==> config.mk <==
export PLATFORM = sky130hd
export DESIGN_NAME = fwd_hazard_unit
export DESIGN_NICKNAME = d
export VERILOG_FILES = /design/src/rtl/fwd_pkg.sv /design/src/rtl/fwd_decode.sv /design/src/rtl/fwd_hazard_unit.sv
export SDC_FILE = /design/constraint.sdc
export NUM_CORES = 1
export LEC_CHECK = 0
export CAP_MARGIN = 5
export CORE_UTILIZATION = 47
export DETAILED_ROUTE_END_ITERATION = 12
export PLACE_DENSITY_LB_ADDON = 0.2
export SLEW_MARGIN = 20
export SYNTH_ARGS = -nofsm -noshare
export SYNTH_HDL_FRONTEND = slang
export SYNTH_SLANG_ARGS = --single-unit
==> constraint.sdc <==
create_clock -name clk -period 6.5 [get_ports clk]
set_input_delay 1.3 -clock clk [delete_from_list [all_inputs] [get_ports clk]]
set_output_delay 1.3 -clock clk [all_outputs]
set_load 0.05 [all_outputs]
==> src/rtl/fwd_pkg.sv <==
// fwd_pkg: opcodes, IR field positions, tag record and FSM states shared by the forwarding/hazard unit
package fwd_pkg;
  localparam logic [4:0] OP_ADD  = 5'b00000;
  localparam logic [4:0] OP_CMP  = 5'b00101;
  localparam logic [4:0] OP_NOT  = 5'b01000;
  localparam logic [4:0] OP_MOV  = 5'b01001;
  localparam logic [4:0] OP_ASR  = 5'b01100;
  localparam logic [4:0] OP_NOP  = 5'b01101;
  localparam logic [4:0] OP_LD   = 5'b01110;
  localparam logic [4:0] OP_ST   = 5'b01111;
  localparam logic [4:0] OP_BEQ  = 5'b10000;
  localparam logic [4:0] OP_BGT  = 5'b10001;
  localparam logic [4:0] OP_B    = 5'b10010;
  localparam logic [4:0] OP_CALL = 5'b10011;
  localparam logic [4:0] OP_RET  = 5'b10100;
  localparam int OP_MSB    = 31;
  localparam int IMM_BIT   = 26;
  localparam int RD_MSB    = 25;
  localparam int RS1_MSB   = 21;
  localparam int RS2_MSB   = 17;
  localparam int MAX_REG_W = 8;
  typedef struct packed {
    logic                 valid;
    logic [MAX_REG_W-1:0] dest;
    logic                 is_load;
  } tag_t;
  typedef enum logic {ST_RUN, ST_STALL} fsm_t;
endpackage

==> src/rtl/fwd_decode.sv <==
// fwd_decode: splits the OF instruction into destination tag and used source operands
//   in : of_ir
//   out: writes/dest/is_load (producer tag), uses1/uses2/uses_st with src1/src2/st_idx (consumers)
module fwd_decode import fwd_pkg::*; #(
  parameter int REG_W  = 4,
  parameter int RA_IDX = 15
) (
  input  logic [31:0]      of_ir,
  output logic             writes,
  output logic [REG_W-1:0] dest,
  output logic             is_load,
  output logic             uses1,
  output logic             uses2,
  output logic             uses_st,
  output logic [REG_W-1:0] src1,
  output logic [REG_W-1:0] src2,
  output logic [REG_W-1:0] st_idx
);
  logic [4:0]       op;
  logic             imm;
  logic [REG_W-1:0] rd;
  logic             unused_ok;
  assign op        = of_ir[OP_MSB -: 5];
  assign imm       = of_ir[IMM_BIT];
  assign rd        = of_ir[RD_MSB -: REG_W];
  assign unused_ok = ^of_ir[RS2_MSB-REG_W:0];
  assign writes  = !(op inside {OP_NOP, OP_CMP, OP_ST, OP_BEQ, OP_BGT, OP_B, OP_RET});
  assign dest    = op == OP_CALL ? REG_W'(RA_IDX) : rd;
  assign is_load = op == OP_LD;
  assign uses1   = !(op inside {OP_NOP, OP_MOV, OP_NOT, OP_B, OP_BEQ, OP_BGT, OP_CALL});
  assign src1    = op == OP_RET ? REG_W'(RA_IDX) : of_ir[RS1_MSB -: REG_W];
  // ALU opcodes occupy 00000..01100, so nop and branches fall outside this range
  assign uses2   = !imm && (op <= OP_ASR || op == OP_LD || op == OP_ST);
  assign src2    = of_ir[RS2_MSB -: REG_W];
  assign uses_st = op == OP_ST;
  assign st_idx  = rd;
endmodule

==> src/rtl/fwd_hazard_unit.sv <==
// fwd_hazard_unit: operand forwarding selects and load-use stall control beside the OF stage
//   in : clk, rst_n (sync, active-low), of_ir, of_valid, advance, flush
//   out: stall_o, sel_src1/sel_src2/sel_st (0 = regfile, k = stage k), stall_cnt, fwd_cnt
//   FWD_STATS_EN: when defined, stall_cnt/fwd_cnt are saturating event counters; otherwise tied to 0
module fwd_hazard_unit import fwd_pkg::*; #(
  parameter int NUM_STAGES = 3,
  parameter int REG_W      = 4,
  parameter int RA_IDX     = 15,
  parameter int LOAD_STALL = 1,
  parameter int SEL_W      = $clog2(NUM_STAGES + 1)
) (
  input  logic             clk,
  input  logic             rst_n,
  input  logic [31:0]      of_ir,
  input  logic             of_valid,
  input  logic             advance,
  input  logic             flush,
  output logic             stall_o,
  output logic [SEL_W-1:0] sel_src1,
  output logic [SEL_W-1:0] sel_src2,
  output logic [SEL_W-1:0] sel_st,
  output logic [15:0]      stall_cnt,
  output logic [15:0]      fwd_cnt
);
  localparam int CNT_W = LOAD_STALL > 1 ? $clog2(LOAD_STALL) : 1;
  logic             writes, is_load, uses1, uses2, uses_st, hazard;
  logic [REG_W-1:0] dest, src1, src2, st_idx;
  logic [SEL_W-1:0] s1, s2, ss;
  tag_t             of_tag;
  tag_t             ent_q [1:NUM_STAGES];
  fsm_t             state_q, state_d;
  logic [CNT_W-1:0] cnt_q, cnt_d;
  fwd_decode #(.REG_W(REG_W), .RA_IDX(RA_IDX)) u_dec (
    .of_ir(of_ir), .writes(writes), .dest(dest), .is_load(is_load),
    .uses1(uses1), .uses2(uses2), .uses_st(uses_st),
    .src1(src1), .src2(src2), .st_idx(st_idx)
  );
  function automatic logic hit(tag_t t, logic [REG_W-1:0] idx);
    return t.valid && t.dest == MAX_REG_W'(idx);
  endfunction
  assign of_tag = '{valid: of_valid && !stall_o && !flush && writes,
                    dest: MAX_REG_W'(dest), is_load: is_load};
  always_ff @(posedge clk) begin
    if (!rst_n) begin
      for (int k = 1; k <= NUM_STAGES; k++) ent_q[k] <= '0;
    end else begin
      if (advance) begin
        for (int k = NUM_STAGES; k > 1; k--) ent_q[k] <= ent_q[k-1];
        ent_q[1] <= of_tag;
      end
      if (flush) ent_q[1] <= '0;
    end
  end
  // Descending scan so the youngest matching producer overrides older ones
  always_comb begin
    s1 = '0;
    s2 = '0;
    ss = '0;
    for (int k = NUM_STAGES; k >= 1; k--) begin
      if (uses1 && hit(ent_q[k], src1)) s1 = SEL_W'(k);
      if (uses2 && hit(ent_q[k], src2)) s2 = SEL_W'(k);
      if (uses_st && hit(ent_q[k], st_idx)) ss = SEL_W'(k);
    end
  end
  assign hazard   = ent_q[1].is_load && ((uses1 && hit(ent_q[1], src1)) ||
                    (uses2 && hit(ent_q[1], src2)) || (uses_st && hit(ent_q[1], st_idx)));
  assign stall_o  = state_q == ST_STALL || hazard;
  assign sel_src1 = stall_o ? '0 : s1;
  assign sel_src2 = stall_o ? '0 : s2;
  assign sel_st   = stall_o ? '0 : ss;
  always_comb begin
    state_d = state_q;
    cnt_d   = cnt_q;
    if (flush) begin
      state_d = ST_RUN;
    end else if (state_q == ST_RUN) begin
      if (hazard && advance && LOAD_STALL > 1) begin
        state_d = ST_STALL;
        cnt_d   = CNT_W'(LOAD_STALL - 1);
      end
    end else if (advance) begin
      cnt_d   = cnt_q - 1'b1;
      state_d = cnt_q == CNT_W'(1) ? ST_RUN : ST_STALL;
    end
  end
  always_ff @(posedge clk) begin
    if (!rst_n) begin
      state_q <= ST_RUN;
      cnt_q   <= '0;
    end else begin
      state_q <= state_d;
      cnt_q   <= cnt_d;
    end
  end
`ifdef FWD_STATS_EN
  logic [15:0] stall_cnt_q, fwd_cnt_q;
  logic        any_fwd;
  assign any_fwd = |{sel_src1, sel_src2, sel_st};
  always_ff @(posedge clk) begin
    if (!rst_n) begin
      stall_cnt_q <= '0;
      fwd_cnt_q   <= '0;
    end else begin
      if (stall_o && advance && stall_cnt_q != 16'hFFFF) stall_cnt_q <= stall_cnt_q + 16'd1;
      if (any_fwd && advance && fwd_cnt_q != 16'hFFFF) fwd_cnt_q <= fwd_cnt_q + 16'd1;
    end
  end
  assign stall_cnt = stall_cnt_q;
  assign fwd_cnt   = fwd_cnt_q;
`else
  assign stall_cnt = '0;
  assign fwd_cnt   = '0;
`endif
endmodule

==> impl_metrics.ini <==
[layout]
fin_nets = 269
syn2layout_area_growth_pct = 13.7
fin_util = 0.560
num_antenna_cells = 0
layout_common_cells = conb_1, clkdlybuf4s50_1, edfxtp_1
final_common_cell = conb_1
nFillCells = 371
drive_gt1_frac = 0.0519

[pwr]
peakVddDrop_mv = 0.128
p_switching_uw = 124
p_per_area_nw_per_um2 = 161
power.internal_uw = 207
total_power_uw = 331
p_seq_frac = 0.432
p_leak_nw = 0.792
clkPwrFrac = 0.243
pwr-share-comb = 0.324
switching_share = 0.376

[grt]
met1_usage = 0.285
grt_max_degree = 16
grt.met2_usage = 0.334
grt_pass1_vias = 1287
overflow = 0
grt_pass1_wl_um = 6640
track_usage = 0.211
top_usage_layer = met2
antenna_found_initial = 0
grt_util_met3 = 0.0304

[clocking]
cts-resized-gates = 0
cts_hold_buf = 0
post-cts-setup-buffer-count = 0
htree_levels = 1
clockRootBuffer = clkbuf_8
cts_buffer_depth = 2
cts_buffers = 3
clock-sinks = 18
clkTransAtPathRegs_ns = 0.07
clk_latency_ns = 0.26
tritoncts = yes

[setup_path]
max_stage_delay_ns = 0.84
crit_chain = clkdlybuf4s50_1 -> or4b_1 -> o211ai_1 -> nand3_1 -> nand4_2 -> a31oi_4 -> nor4b_2 -> clkdlybuf4s50_1
worstSetupPathDepth = 8
worstPathArrival_ns = 4.46
crit_buf_inv = 2
cp.required_ns = 5.20
critical_path_class = input pin to output pin
worstRegToRegCells = 6
startpoint_type = input pin
path_delay_family = buffers and inverters
cp_slowest_cell = clkdlybuf4s50_1
cp_max_fo = 11
path_common_cell = clkdlybuf4s50_1
endpoint_kind = output pin

[sta]
hold_slack_ns = 0.467
fin_crit_ns = 5.76
period_share = 0.886
worst_pin_slew_ns = 0.631
relSlewSlack = 0.576
fmax_mhz = 174
rsz0062_at_grt = no
final_hold_viol_count = 0
setup_tns_ns = 0
setup_ws_ns = 0.741
finClkSkew_ns = 0.00504
setup_viol = 0
slew_viol_final = 0

[floorplanning]
core.rowCount = 22
chipWidth_um = 64.0
die-area_um2 = 4090
die_y_um = 64.0
floorplan.initialDensity = 0.493
ioPinCount = 76
core_um2 = 3660

[synth]
synthFlopType = edfxtp_1
ys_seq_area_frac = 0.288
synthesis.area_um2 = 1810
async_flop_share = 0
ys_warn_count = 0
synth_edf_count = 16
netlist-cell-type-count = 44
ys_seq_elements = 18
avgSynthCellArea_um2 = 8.81
synth_cells = 205

[route]
dr.pass1.iters = 4
drc_errors = 0
num_vias = 1505
routed_wl_um = 4150
drtAntennaViolNets = 0
first_iter_violations = 107
wire_per_inst_um = 14.9
avgViaCountPerCell = 5.39

[place]
io_buffers = 29
hpwl_um = 3190
preCtsSetupSlack_ns = 0.746
place.gp.congestion = 0.850

[min_path]
hold_depth = 1
holdCritPathClass = register to register

[run_status]
status = finished clean

[job]
drv_cap = 0
-- per-layer routing --
metal / routed length (µm) / up-vias
met5: 0 / -
met4: 99 / 0
met3: 152 / 9
met2: 1920 / 51
met1: 1970 / 703
li1: - / 742
-- registers in the layout (all words and copies together) (netlist names) --
name,flops
ent_q,16
state_q,1
cnt_q,1
-- cell usage after synthesis (6+ instances only) --
cell type   n  area share
xor2_1     13       0.063
edfxtp_1   16        0.27
nand4_1     7       0.024
o2111ai_1   6       0.029
nor2_1     15       0.031
buf_4      32        0.13
a21oi_1     6       0.017
nand2_1    10       0.021
o211ai_1    6       0.025
nand3_1    10       0.028
and3_1      8       0.028
inv_1       9       0.019
xnor2_1    15       0.073
-- power groups by stage --
stage          logic (mW)  registers [mW]  clock network (mW)
5_1_grt             0.115           0.144              0.0845
3_3_place_gp        0.106           0.145                   0
2_1_floorplan      0.0948           0.141                   0
6_report            0.107           0.143              0.0805
4_1_cts             0.107           0.143              0.0808
3_5_place_dp        0.106           0.145                   0
-- area by class of cell --
class	instances	area (µm²)	share of cell area
Multi-Input combinational cell	171	1100	0.537
Tap cell	48	60.1	0.0293
Timing Repair Buffer	29	290	0.141
Sequential cell	18	520	0.254
Clock inverter	1	3.75	0.00183
Inverter	9	33.8	0.0165
Clock buffer	3	41.3	0.0201
-- logic make-up after synthesis --
logic type                Yosys count  share of synthesized area
DFF                                18                      0.288
and+or+nand+nor                    78                      0.259
xor gates and xnor gates           28                      0.136
other                               1                    0.00208
AOI/OAI and AO/OA                  33                      0.149
buffers and inverters              47                      0.166
-- worst paths after layout --
| check | start | endpoint | slack (ns) |
|---|---|---|---|
| min reg2reg | cnt_q | state_q | 0.47 |
| max | of_ir[30] | sel_src2[1] | 0.74 |
| min | cnt_q | state_q | 0.47 |
| max reg2reg | ent_q[0][12] | ent_q[0][19] | 4.38 |
-- through the flow --
stage	instances	cell area (µm²)
after floorplan	236	1920
after global placement	275	2010
after detailed placement	275	2010
after CTS	279	2050
after global routing	279	2050
final	279	2050
Note: power is estimated with default switching activity, not from simulation.
